**config.mk**
```make
export PLATFORM = sky130hd
export DESIGN_NAME = weight_read_sequencer
export DESIGN_NICKNAME = d
export VERILOG_FILES = /design/src/rtl/weight_read_sequencer_pkg.sv /design/src/rtl/weight_read_sequencer.sv
export SDC_FILE = /design/constraint.sdc
export NUM_CORES = 1
export LEC_CHECK = 0
export BUFFER_PORTS_ARGS = -buffer_cell sky130_fd_sc_hd__buf_2
export CORE_MARGIN = 2
export CORE_UTILIZATION = 35
export DETAILED_ROUTE_END_ITERATION = 16
export PLACE_DENSITY = 0.54
export SETUP_SLACK_MARGIN = 0.2
export SLEW_MARGIN = 20
export SYNTH_ARGS = -nofsm -noshare
export SYNTH_HDL_FRONTEND = slang
export SYNTH_SLANG_ARGS = --single-unit
```
**constraint.sdc**
```tcl
create_clock -name clk -period 7 [get_ports clk]
set_input_delay 1.05 -clock clk [delete_from_list [all_inputs] [get_ports clk]]
set_output_delay 1.05 -clock clk [all_outputs]
set_load 0.02 [all_outputs]
```
**src/rtl/weight_read_sequencer_pkg.sv**
```systemverilog
// Shared weight-path definitions: sequencer states, one-hot kernel-size codes
// and the kernel decoder also used by the BRAM write-count logic.
package weight_read_sequencer_pkg;

  typedef enum logic [2:0] {
    ST_IDLE,
    ST_L_START,
    ST_L_RUN,
    ST_R_START,
    ST_R_A,
    ST_R_B,
    ST_DONE
  } seq_state_e;

  localparam logic [4:0] KS_1 = 5'b00001;
  localparam logic [4:0] KS_2 = 5'b00010;
  localparam logic [4:0] KS_3 = 5'b00100;
  localparam logic [4:0] KS_4 = 5'b01000;
  localparam logic [4:0] KS_5 = 5'b10000;

  typedef struct packed {
    logic       ok;
    logic [2:0] k;
  } kdec_t;

  // Anything other than exactly one set bit decodes as invalid with K = 0.
  function automatic kdec_t kernel_decode(input logic [4:0] ks);
    kdec_t r;
    r.ok = 1'b1;
    r.k  = 3'd0;
    case (ks)
      KS_1:    r.k = 3'd1;
      KS_2:    r.k = 3'd2;
      KS_3:    r.k = 3'd3;
      KS_4:    r.k = 3'd4;
      KS_5:    r.k = 3'd5;
      default: r.ok = 1'b0;
    endcase
    return r;
  endfunction

endpackage

```
**src/rtl/weight_read_sequencer.sv**
```systemverilog
// Layer-pass scheduler for the BRAM weight controller: runs the preload write
// in a load pass, or streams every (channel, kernel-row) to the MAC array.
module weight_read_sequencer #(
  parameter int BRAM_ADDRESS_WIDTH = 12
) (
  input  logic        clk,
  input  logic        rst,
  input  logic        cfg_start,
  input  logic        cfg_load,
  input  logic [4:0]  cfg_kernel_size,
  input  logic [11:0] cfg_out_ch,
  input  logic        cfg_abort,
  output logic        transfer_start,
  output logic        write_en,
  output logic        port_sel,
  output logic        bram_control_add1,
  output logic        bram_control_add2,
  input  logic        weight_from_bram_valid,
  input  logic        write_weight_finish,
  output logic        wt_valid,
  input  logic        wt_ready,
  output logic [11:0] wt_oc,
  output logic [2:0]  wt_row,
  output logic        wt_last,
  output logic        busy,
  output logic        done,
  output logic        cfg_err
);
  import weight_read_sequencer_pkg::*;

  localparam logic [16:0] MAX_ROWS = 17'd1 << BRAM_ADDRESS_WIDTH;

  seq_state_e  state_q, state_d;
  logic [2:0]  k_q, k_d;
  logic [11:0] oc_cfg_q, oc_cfg_d;
  logic [11:0] oc_idx_q, oc_idx_d;
  logic [2:0]  row_q, row_d;
  logic        last_q, last_d;
  logic        cfg_err_q, cfg_err_d;

  kdec_t       cfg_dec;
  logic [14:0] row_total;
  logic        cfg_reject;
  logic        hs;

  assign cfg_dec    = kernel_decode(cfg_kernel_size);
  assign row_total  = 15'(cfg_out_ch) * 15'(cfg_dec.k);
  assign cfg_reject = !cfg_dec.ok || (cfg_out_ch == 12'd0) || ({2'b00, row_total} > MAX_ROWS);
  assign hs         = wt_valid && wt_ready;

  always_comb begin
    state_d           = state_q;
    k_d               = k_q;
    oc_cfg_d          = oc_cfg_q;
    oc_idx_d          = oc_idx_q;
    row_d             = row_q;
    cfg_err_d         = 1'b0;
    bram_control_add2 = 1'b0;
    wt_valid          = ((state_q == ST_R_A) || (state_q == ST_R_B)) && weight_from_bram_valid;

    if (hs) begin
      if (row_q == k_q - 3'd1) begin
        row_d    = 3'd0;
        oc_idx_d = oc_idx_q + 12'd1;
      end else begin
        row_d = row_q + 3'd1;
      end
    end

    case (state_q)
      ST_IDLE: begin
        if (cfg_start) begin
          if (cfg_reject) begin
            cfg_err_d = 1'b1;
          end else begin
            k_d      = cfg_dec.k;
            oc_cfg_d = cfg_out_ch;
            oc_idx_d = 12'd0;
            row_d    = 3'd0;
            state_d  = cfg_load ? ST_L_START : ST_R_START;
          end
        end
      end
      ST_L_START: state_d = ST_L_RUN;
      ST_L_RUN:   if (write_weight_finish) state_d = ST_DONE;
      ST_R_START: state_d = ST_R_A;
      ST_R_A:     if (hs) state_d = last_q ? ST_DONE : ST_R_B;
      ST_R_B: begin
        if (hs) begin
          if (last_q) begin
            state_d = ST_DONE;
          end else begin
            // Both port rows of this address are consumed; move to the next pair.
            bram_control_add2 = 1'b1;
            state_d           = ST_R_A;
          end
        end
      end
      ST_DONE:    state_d = ST_IDLE;
      default:    state_d = ST_IDLE;
    endcase

    // Abort wins over everything, including a start or an address advance.
    if (cfg_abort) begin
      state_d           = ST_IDLE;
      bram_control_add2 = 1'b0;
      cfg_err_d         = 1'b0;
    end

    last_d = (oc_idx_d == oc_cfg_d - 12'd1) && (row_d == k_d - 3'd1);
  end

  always_ff @(posedge clk) begin
    if (rst) begin
      state_q   <= ST_IDLE;
      k_q       <= 3'd0;
      oc_cfg_q  <= 12'd0;
      oc_idx_q  <= 12'd0;
      row_q     <= 3'd0;
      last_q    <= 1'b0;
      cfg_err_q <= 1'b0;
    end else begin
      state_q   <= state_d;
      k_q       <= k_d;
      oc_cfg_q  <= oc_cfg_d;
      oc_idx_q  <= oc_idx_d;
      row_q     <= row_d;
      last_q    <= last_d;
      cfg_err_q <= cfg_err_d;
    end
  end

  assign transfer_start    = (state_q == ST_L_START) || (state_q == ST_R_START);
  assign write_en          = (state_q == ST_L_START) || (state_q == ST_L_RUN);
  assign port_sel          = (state_q == ST_R_B);
  assign done              = (state_q == ST_DONE);
  assign busy              = (state_q != ST_IDLE);
  assign bram_control_add1 = 1'b0;
  assign cfg_err           = cfg_err_q;
  assign wt_oc             = oc_idx_q;
  assign wt_row            = row_q;
  assign wt_last           = last_q;

endmodule

```
==> out/metrics.cfg, run 1 <==
[timing]
fin_setup_tns_ps=0
finalHoldViolCount=0
post-route-period-util=0.927
fin_worst_skew_ps=3.74
rsz0062_at_grt=false
slew_viol_final=0
setup_viol_count_final=0
worst_pin_slew_ps=703
max_freq_mhz=154
finalCriticalPeriod_ps=6490
relSlewSlack=0.529

[run_status]
run_status=completed

[final_layout]
insertedDiodeCount=0
final_nets=535
instances_no_fill=613
syn2layout_area_growth_pct=16.3
final_util=0.419
drive_above_1_share=0.196

[hold_path]
hold_class=reg -> reg

[clock_network]
path_clk_slew_ps=70
cts_tree=built
cts-buffers-inserted=5
cts_buffer_depth=2
cts_max_level=2
ctsHoldBuffers=0
insertion_delay_ps=280
cts_num_sinks=35
cts-root-buf=clkbuf_8

[synthesis]
synth_top_area_cell=dfxtp_1
ys_warn_count=0
ys.flop_type=dfxtp_1
ys_async_sr_fraction=0
synth.avg_cell_area_um2=8.14
synth_area_leaders=dfxtp_1, ha_1, fa_1
ys_ff_latch=35
synth_edf_count=0
synth_top_area_frac=0.199
ys_types=65
syn-num-nets=488
seq_area_frac_synth=0.199
syn_area_mm2=0.00352
postSynthCellCount=433

[worst_setup_path]
arrival_ps=6690
start_kind=input pin
cp_max_fo=7
crit_required_ps=7200
endpoint_kind=flip-flop
path_class=in -> reg

[place]
port_buffers=48
gp_congestion=0.912
placedCellCount=598
hpwl_um=7330

[route]
wire_per_inst_um=15.1
first_pass_iters=4
drt_iter0_drc=118
vias_per_cell=5.31
drc_errors=0
ant_nets=0
wirelength_um=9250
vias=3255

[die]
pin_count=50
die_w_um=104
rows=36
coreArea_mm2=0.00977
initial_core_util=0.361
die-area_mm2=0.0109
die_h_um=104

[grt]
antenna_found_initial=0
grt_max_degree=22
grt_util_all_layers=0.166
first_global_vias=3119
overflow=0
grt_pass1_wl_um=15100

[job]
max-cap-violations=0

[power_and_ir_drop]
powerDensity_mw_per_mm2=124
leakagePower_nw=1.80
ir_drop_v=0.000106

cell type report:
cell class                 count  area (um2)
timing repair buffer          61         350
clock buffer                   6        82.6
inverter                      26        97.6
tap                          133         166
fill                        1017        5680
clock inverter                 1        5.00
multi-input combinational    351        2700
sequential                    35         701
report_power, final:
group | internal [mW] | switching [mW] | total (mW)
registers | 0.204 | 0.00661 | 0.210
clock network | 0.0771 | 0.0698 | 0.147
logic | 0.0673 | 0.0850 | 0.152
critical path: stages:
cell	delay, ps
buf_2	150
xor2_1	180
o211a_4	280
and2_1	170
fa_1	490
ha_1	210
fa_2	460
nor3_2	200
o221ai_2	140
a2111oi_4	190
nand4_1	180
o41a_1	510
nor3_4	310
mux2i_2	300
ha_2	260
nor3b_2	200
nand3b_1	160
nor3_2	170
xnor2_1	160
xnor2_1	140
o2111ai_1	130
mux2_2	270
nor2_1	90
nand4_1	110
a221oi_2	170
cell usage after synthesis, drive strengths merged, types with 3 or more instances:
cell type   n
a2111oi     6
a21o        5
a21oi      15
a31oi       3
and2       17
and3        4
buf         7
clkbuf     14
dfxtp      35
fa         11
ha         19
inv        26
mux2i      21
nand2      36
nand2b      4
nand3      10
nand4       7
nor2       46
nor2b       4
nor3       23
nor3b       5
nor4        5
nor4b       3
o211a       5
o211ai      5
o21a        5
o21ai      12
o221ai      4
o31a        3
or3         3
xnor2      18
xor2       20
layout by cell type, fill, tap and decap left out, types with 5 or more instances in the layout:
cell and instances:
a21o_1 5, a21oi_1 14, and2_1 17, buf_2 48
buf_4 12, clkbuf_8 6, dfxtp_1 35, fa_1 10
ha_1 16, inv_1 26, mux2i_1 19, nand2_1 36
nand3_1 10, nand4_1 7, nor2_1 46, nor3_1 20
o211ai_1 5, o21ai_0 7, xnor2_1 16, xor2_1 20
layer usage:
layer  wire length (um)  global-route usage  vias to the layer above  part of all wire
li1                   -                   -                     1646                 -
met2               4470               0.289                       62              0.48
met4                 94              0.0386                        0             0.010
met3                286              0.0207                       11             0.031
met1               4410               0.218                     1536              0.48
met5                  0                   0                        -                 0
sequential cells by signal, indices dropped and copies added, names as in the netlist:
register	cells
wt_last	1
wt_oc	12
oc_cfg_q	12
k_q	3
wt_row	3
cfg_err	1
state_q	3
logic make-up after synthesis:
family	after synthesis	synth area share
flip-flops	35	0.199
adder cells (fa/ha/maj)	30	0.130
buffers and inverters	47	0.0561
AO/OA/AOI/OAI	81	0.183
other	1	0.00106
XOR/XNOR	40	0.108
multiplexers	23	0.0660
AND/OR/NAND/NOR	176	0.257
stage by stage:
| step | total power, mW | instance area, um2 | worst slack, ps | hold slack, ps |
|---|---|---|---|---|
| 2_1_floorplan | 0.321 | 3530 | 221 | 481 |
| 3_3_place_gp | 0.356 | 3880 | 309 | 501 |
| 3_5_place_dp | 0.358 | 3880 | 42.9 | 510 |
| 4_1_cts | 0.507 | 3970 | 295 | 527 |
| 5_1_grt | 0.537 | 4100 | 115 | 562 |
| 6_report | 0.510 | 4100 | 510 | 516 |
path summary, 6_finish.rpt:
| path | startpoint | to | slack, ps | cells past startpoint |
|---|---|---|---|---|
| max | cfg_kernel_size[2] | wt_last | 510 | 25 |
| min reg2reg | oc_cfg_q[11] | oc_cfg_q[11] | 520 | 2 |
| max reg2reg | state_q[1] | wt_last | 3340 | 15 |
| min | oc_cfg_q[11] | oc_cfg_q[11] | 520 | 2 |
what timing repair did:
item                                   in CTS  in global routing
setup buffers                               0                  8
resized for setup                           0                 13
setup endpoints to repair                   0                  1
endpoints found under the hold margin       0                  0
No activity file was read; power rests on OpenSTA's default activity.
==> run 2: changes to the inputs <==
- ABC_AREA: default -> 1
- SKIP_CTS_REPAIR_TIMING: default -> 1
==> run 2 against run 1 <==
Net effect:
- critical path depth increased by 5
- setup slack improved by 940 ps
- clock power rose by 49%
- register-to-register slack gained 500 ps
- area after synthesis grew 10%
- maximum frequency up 17%
- die area is 9.7% higher
- utilization is 1.7 points lower
- final cell count increased by 36%
- critical path type unchanged
- critical endpoint unchanged
- highest routed layer unchanged
==> out/metrics.cfg, run 2 <==
[timing]
finalHoldViolCount=0
setup_ws_ps=1450
setup_viol_count_final=0
fin_worst_skew_ps=3.91
slew_viol_final=0
relSlewSlack=0.417
max_freq_mhz=180
finalCriticalPeriod_ps=5550
fin_setup_tns_ps=0
worst_pin_slew_ps=871
rsz0062_at_grt=false
post-route-period-util=0.793

[die]
coreArea_mm2=0.0108
pin_count=50
rows=38
die-area_mm2=0.0119
die_h_um=109
die_w_um=109
initial_core_util=0.358

[worst_setup_path]
crit_end=wt_last
startpoint=cfg_kernel_size[3]
start_kind=input pin
r2r_slack_ps=3840
path_class=in -> reg
cp_slowest_cell=nand3_1
arrival_ps=5790
crit_path_frequent_cell=nand2_1
critPathMaxStageDelay_ps=440
crit_required_ps=7230
r2r_cells=15
timing.rr.end=wt_last
timing.rr.start=state_q[0]
cp_max_fo=15
endpoint_kind=flip-flop

[final_layout]
layout_common_cells=nand2_1, inv_1, nor2_1
drive_above_1_share=0.150
insertedDiodeCount=0
fillers=1220
final_nets=749
final_common_cell=nand2_1
syn2layout_area_growth_pct=12.3
fin_area_mm2=0.00436

[synthesis]
ys_async_sr_fraction=0
ys.flop_type=dfxtp_1
syn-num-nets=705
synth_top_area_cell=nand2_1
ys_warn_count=0
seq_area_frac_synth=0.181
synth_edf_count=0
synthTopCellsByCount=nand2_1, inv_1, nor2_1
synth.most_common_cell=nand2_1
postSynthCellCount=650
synth_top_area_frac=0.194
ys_ff_latch=35
syn_area_mm2=0.00388
ys_types=42
synth_area_leaders=nand2_1, dfxtp_1, inv_1
synth.avg_cell_area_um2=5.97

[route]
vias_per_cell=4.74
first_pass_iters=5
wirelength_um=9800
ant_nets=0
vias=3958
wire_per_inst_um=11.7
drc_errors=0
drt_iter0_drc=156

[place]
gp_congestion=0.869
hpwl_um=8240
post-place-ws_ps=1140
port_buffers=48
placed_area_mm2=0.00422

[grt]
grt_util_all_layers=0.172
first_global_vias=3636
grt_util_met2=0.307
busiest_layer=met2
grt_max_degree=31
met3_usage=0.0172
grt_use_met1=0.220
antenna_found_initial=0
overflow=0
grt_pass1_wl_um=16400

[clock_network]
cts-root-buf=clkbuf_8
cts_num_sinks=35
cts_buffer_depth=2
cts_tree=built
cts_max_level=2
path_clk_slew_ps=70
insertion_delay_ps=290
cts-buffers-inserted=5

[hold_path]
hold_class=reg -> reg

[power_and_ir_drop]
powerDensity_mw_per_mm2=138
finalPower_mw=0.603
leakagePower_nw=2.46
ir_drop_v=0.0000771

[run_status]
run_status=completed

[job]
max-cap-violations=0

==> run 2: how the worst min path moves through the flow <==
stage,from,slack [ps],depth (start not counted),to
after floorplan,state_q[2],490,2,state_q[2]
after global placement,state_q[2],530,2,state_q[2]
after detailed placement,state_q[2],530,2,state_q[2]
after CTS,state_q[2],540,2,state_q[2]
after global routing,state_q[2],580,2,state_q[2]
final,state_q[2],550,2,state_q[2]
==> run 2: logic make-up (layout without fill, tap and decap cells) <==
kind of cell,after synthesis,count (layout),share of synthesized area
compound gates,36,36,0.0587
fa+ha+maj,30,30,0.118
flops,35,35,0.181
xor+xnor,16,16,0.0400
buf+inv,123,168,0.128
other cells,1,1,0.000966
simple gates,409,409,0.474
==> run 2: critical path: cells and delay by family <==
| kind | cells | cell delay, ps |
|---|---|---|
| buffers and inverters | 2 | 200 |
| AND/OR/NAND/NOR | 22 | 2690 |
| adder cells (fa/ha/maj) | 4 | 1420 |
| AO/OA/AOI/OAI | 2 | 410 |
==> run 2: area by class of cell <==
| class | count | area, um2 | area share |
|---|---|---|---|
| clock buffer | 5 | 68.8 | 0.0158 |
| clock inverter | 3 | 67.6 | 0.0155 |
| inverter | 111 | 417 | 0.0956 |
| multi-input combinational | 492 | 2680 | 0.615 |
| sequential | 35 | 701 | 0.161 |
| tap | 140 | 175 | 0.0402 |
| timing repair buffer | 49 | 248 | 0.0568 |
==> run 2: through the flow <==
| step | hold WS, ps | utilization | std cells |
|---|---|---|---|
| 2_1_floorplan | 494 | - | 650 |
| 6_report | 548 | 0.402 | 835 |
| 4_1_cts | 542 | 0.402 | 835 |
| 3_5_place_dp | 530 | 0.390 | 827 |
| 5_1_grt | 585 | 0.402 | 835 |
| 3_3_place_gp | 532 | 0.390 | 827 |
==> run 2: routing by layer <==
layer  share of wire  routed length (um)  up-vias
li1                -                   -     2110
met1            0.47                4640     1784
met2            0.49                4790       58
met3           0.029                 283        6
met4          0.0088                  86        0
met5               0                   0        -
==> run 2: power by group <==
part           total [mW]  leakage [nW]  internal, mW  switching [mW]
Sequential          0.206         0.283         0.204         0.00224
Clock               0.219        0.0644         0.142          0.0768
Combinational       0.178          2.11        0.0628           0.115
==> run 3: changes to the inputs <==
- PLACE_DENSITY: 0.54 -> 0.52
- clock period: 7 -> 5.15 ns (I/O delays scaled with it)
==> run 3 against run 2 <==
Net effect:
- count of clock-buffer cells in the layout is 1 higher
- sequential cell count is the same
- register-to-register slack worse by 1800 ps
- first-iteration DRC count fell by 11%
- critical path depth unchanged
- power rose by 35%
- sequential power rose by 36%
- global-route usage grew 0.80 points
- clock power is 18% higher
- hold slack improved by 4.7 ps
- critical path type unchanged
- largest power group is now registers
- combinational power grew 56%
- non-clock buffer count up 19
- largest cell class unchanged
==> out/metrics.cfg, run 3 (same netlist as run 2, synthesis figures left out) <==
[grt]
antenna_found_initial=0
first_global_vias=3863
grt_util_all_layers=0.180
grt_max_degree=31
overflow=0
grt_pass1_wl_um=17100

[route]
drt_iter0_drc=139
vias_per_cell=4.79
wire_per_inst_um=12.5
vias=4091
first_pass_iters=4
ant_nets=0
drc_errors=0
wirelength_um=10700

[final_layout]
fin_area_mm2=0.00478
final_util=0.441
final_nets=768
layout_common_cells=nand2_1, inv_1, nor2_1
drive_above_1_share=0.217
insertedDiodeCount=0
final_common_cell=nand2_1
syn2layout_area_growth_pct=23.1

[place]
port_buffers=48
gp_congestion=0.877
placed_area_mm2=0.00428
hpwl_um=8350

[clock_network]
insertion_delay_ps=290
path_clk_slew_ps=70
cts-buffers-inserted=5
cts-root-buf=clkbuf_8
cts_buffer_depth=2
cts_num_sinks=35
cts_tree=built
cts_max_level=2

[timing]
worst_pin_slew_ps=1050
rsz0062_at_grt=false
fin_worst_skew_ps=8.38
finalCriticalPeriod_ps=4630
relSlewSlack=0.297
setup_viol_count_final=0
slew_viol_final=0
post-route-period-util=0.898
finalHoldViolCount=0
fin_setup_tns_ps=0
max_freq_mhz=216

[worst_setup_path]
cp_slowest_cell=fa_1
timing.rr.end=wt_last
crit_path_frequent_cell=nand2_1
r2r_cells=15
r2r_slack_ps=2080
timing.rr.start=state_q[0]
path_class=in -> reg
cp_max_fo=11
start_kind=input pin
endpoint_kind=flip-flop
crit_required_ps=5380
critPathMaxStageDelay_ps=470
arrival_ps=4860

[die]
die-area_mm2=0.0119
coreArea_mm2=0.0108
die_w_um=109
pin_count=50
die_h_um=109
rows=38
initial_core_util=0.358

[power_and_ir_drop]
powerDensity_mw_per_mm2=171
p_comb_frac=0.340
switching_share=0.337
pwr-share-seq=0.344
pwr-share-clk=0.317
p_int_mw=0.541
leakagePower_nw=2.57
ir_drop_v=0.0000899
switching_power_mw=0.275

[hold_path]
hold_class=reg -> reg
hold_start=state_q[2]
holdPathEnd=state_q[2]
min_path_cells=2

[run_status]
run_status=completed

[job]
max-cap-violations=0

[run 3: worst max-delay path by stage]
| stage | to | startpoint | cells past startpoint | slack, ps |
|---|---|---|---|---|
| 2_1_floorplan | wt_last | cfg_kernel_size[0] | 32 | 250 |
| 3_3_place_gp | wt_last | cfg_kernel_size[3] | 31 | 90 |
| 3_5_place_dp | wt_last | cfg_kernel_size[0] | 31 | 50 |
| 4_1_cts | wt_last | cfg_kernel_size[0] | 31 | 360 |
| 5_1_grt | wt_last | cfg_kernel_size[3] | 34 | 150 |
| 6_report | wt_last | cfg_kernel_size[3] | 30 | 520 |
[run 3: final cells by class]
type	count	area, um2
fill	1184	6060
multi-input combinational	492	2930
sequential	35	701
timing repair buffer	68	443
inverter	111	417
tap	140	175
clock buffer	6	82.6
clock inverter	2	35.0
[run 3: through the flow]
| stage | total power, mW | hold WS, ps | setup WS [ps] | instances |
|---|---|---|---|---|
| 3_5_place_dp | 0.534 | 533 | 54.2 | 833 |
| 2_1_floorplan | 0.477 | 494 | 249 | 650 |
| 4_1_cts | 0.798 | 545 | 364 | 841 |
| 5_1_grt | 0.879 | 599 | 146 | 854 |
| 3_3_place_gp | 0.532 | 533 | 93.1 | 833 |
| 6_report | 0.816 | 552 | 523 | 854 |
[run 3: critical path: cells and delay by family]
kind                     cells  cell delay [ps]
AND/OR/NAND/NOR             21             2240
AO/OA/AOI/OAI                2              270
buffers and inverters        4              560
adder cells (fa/ha/maj)      3             1040
[run 3: per-layer routing]
metal	GRT usage	up-vias	wire length, um
met2	0.336	66	5490
met4	0.0561	0	176
li1	-	2150	-
met3	0.0184	13	254
met1	0.216	1862	4760
met5	0	-	0
[run 3: power by group through the flow]
stage,clock [mW],combinational (mW),sequential (mW)
after detailed placement,0,0.247,0.287
after global routing,0.282,0.316,0.281
final,0.258,0.277,0.280
after global placement,0,0.246,0.287
after CTS,0.269,0.249,0.280
after floorplan,0,0.190,0.287
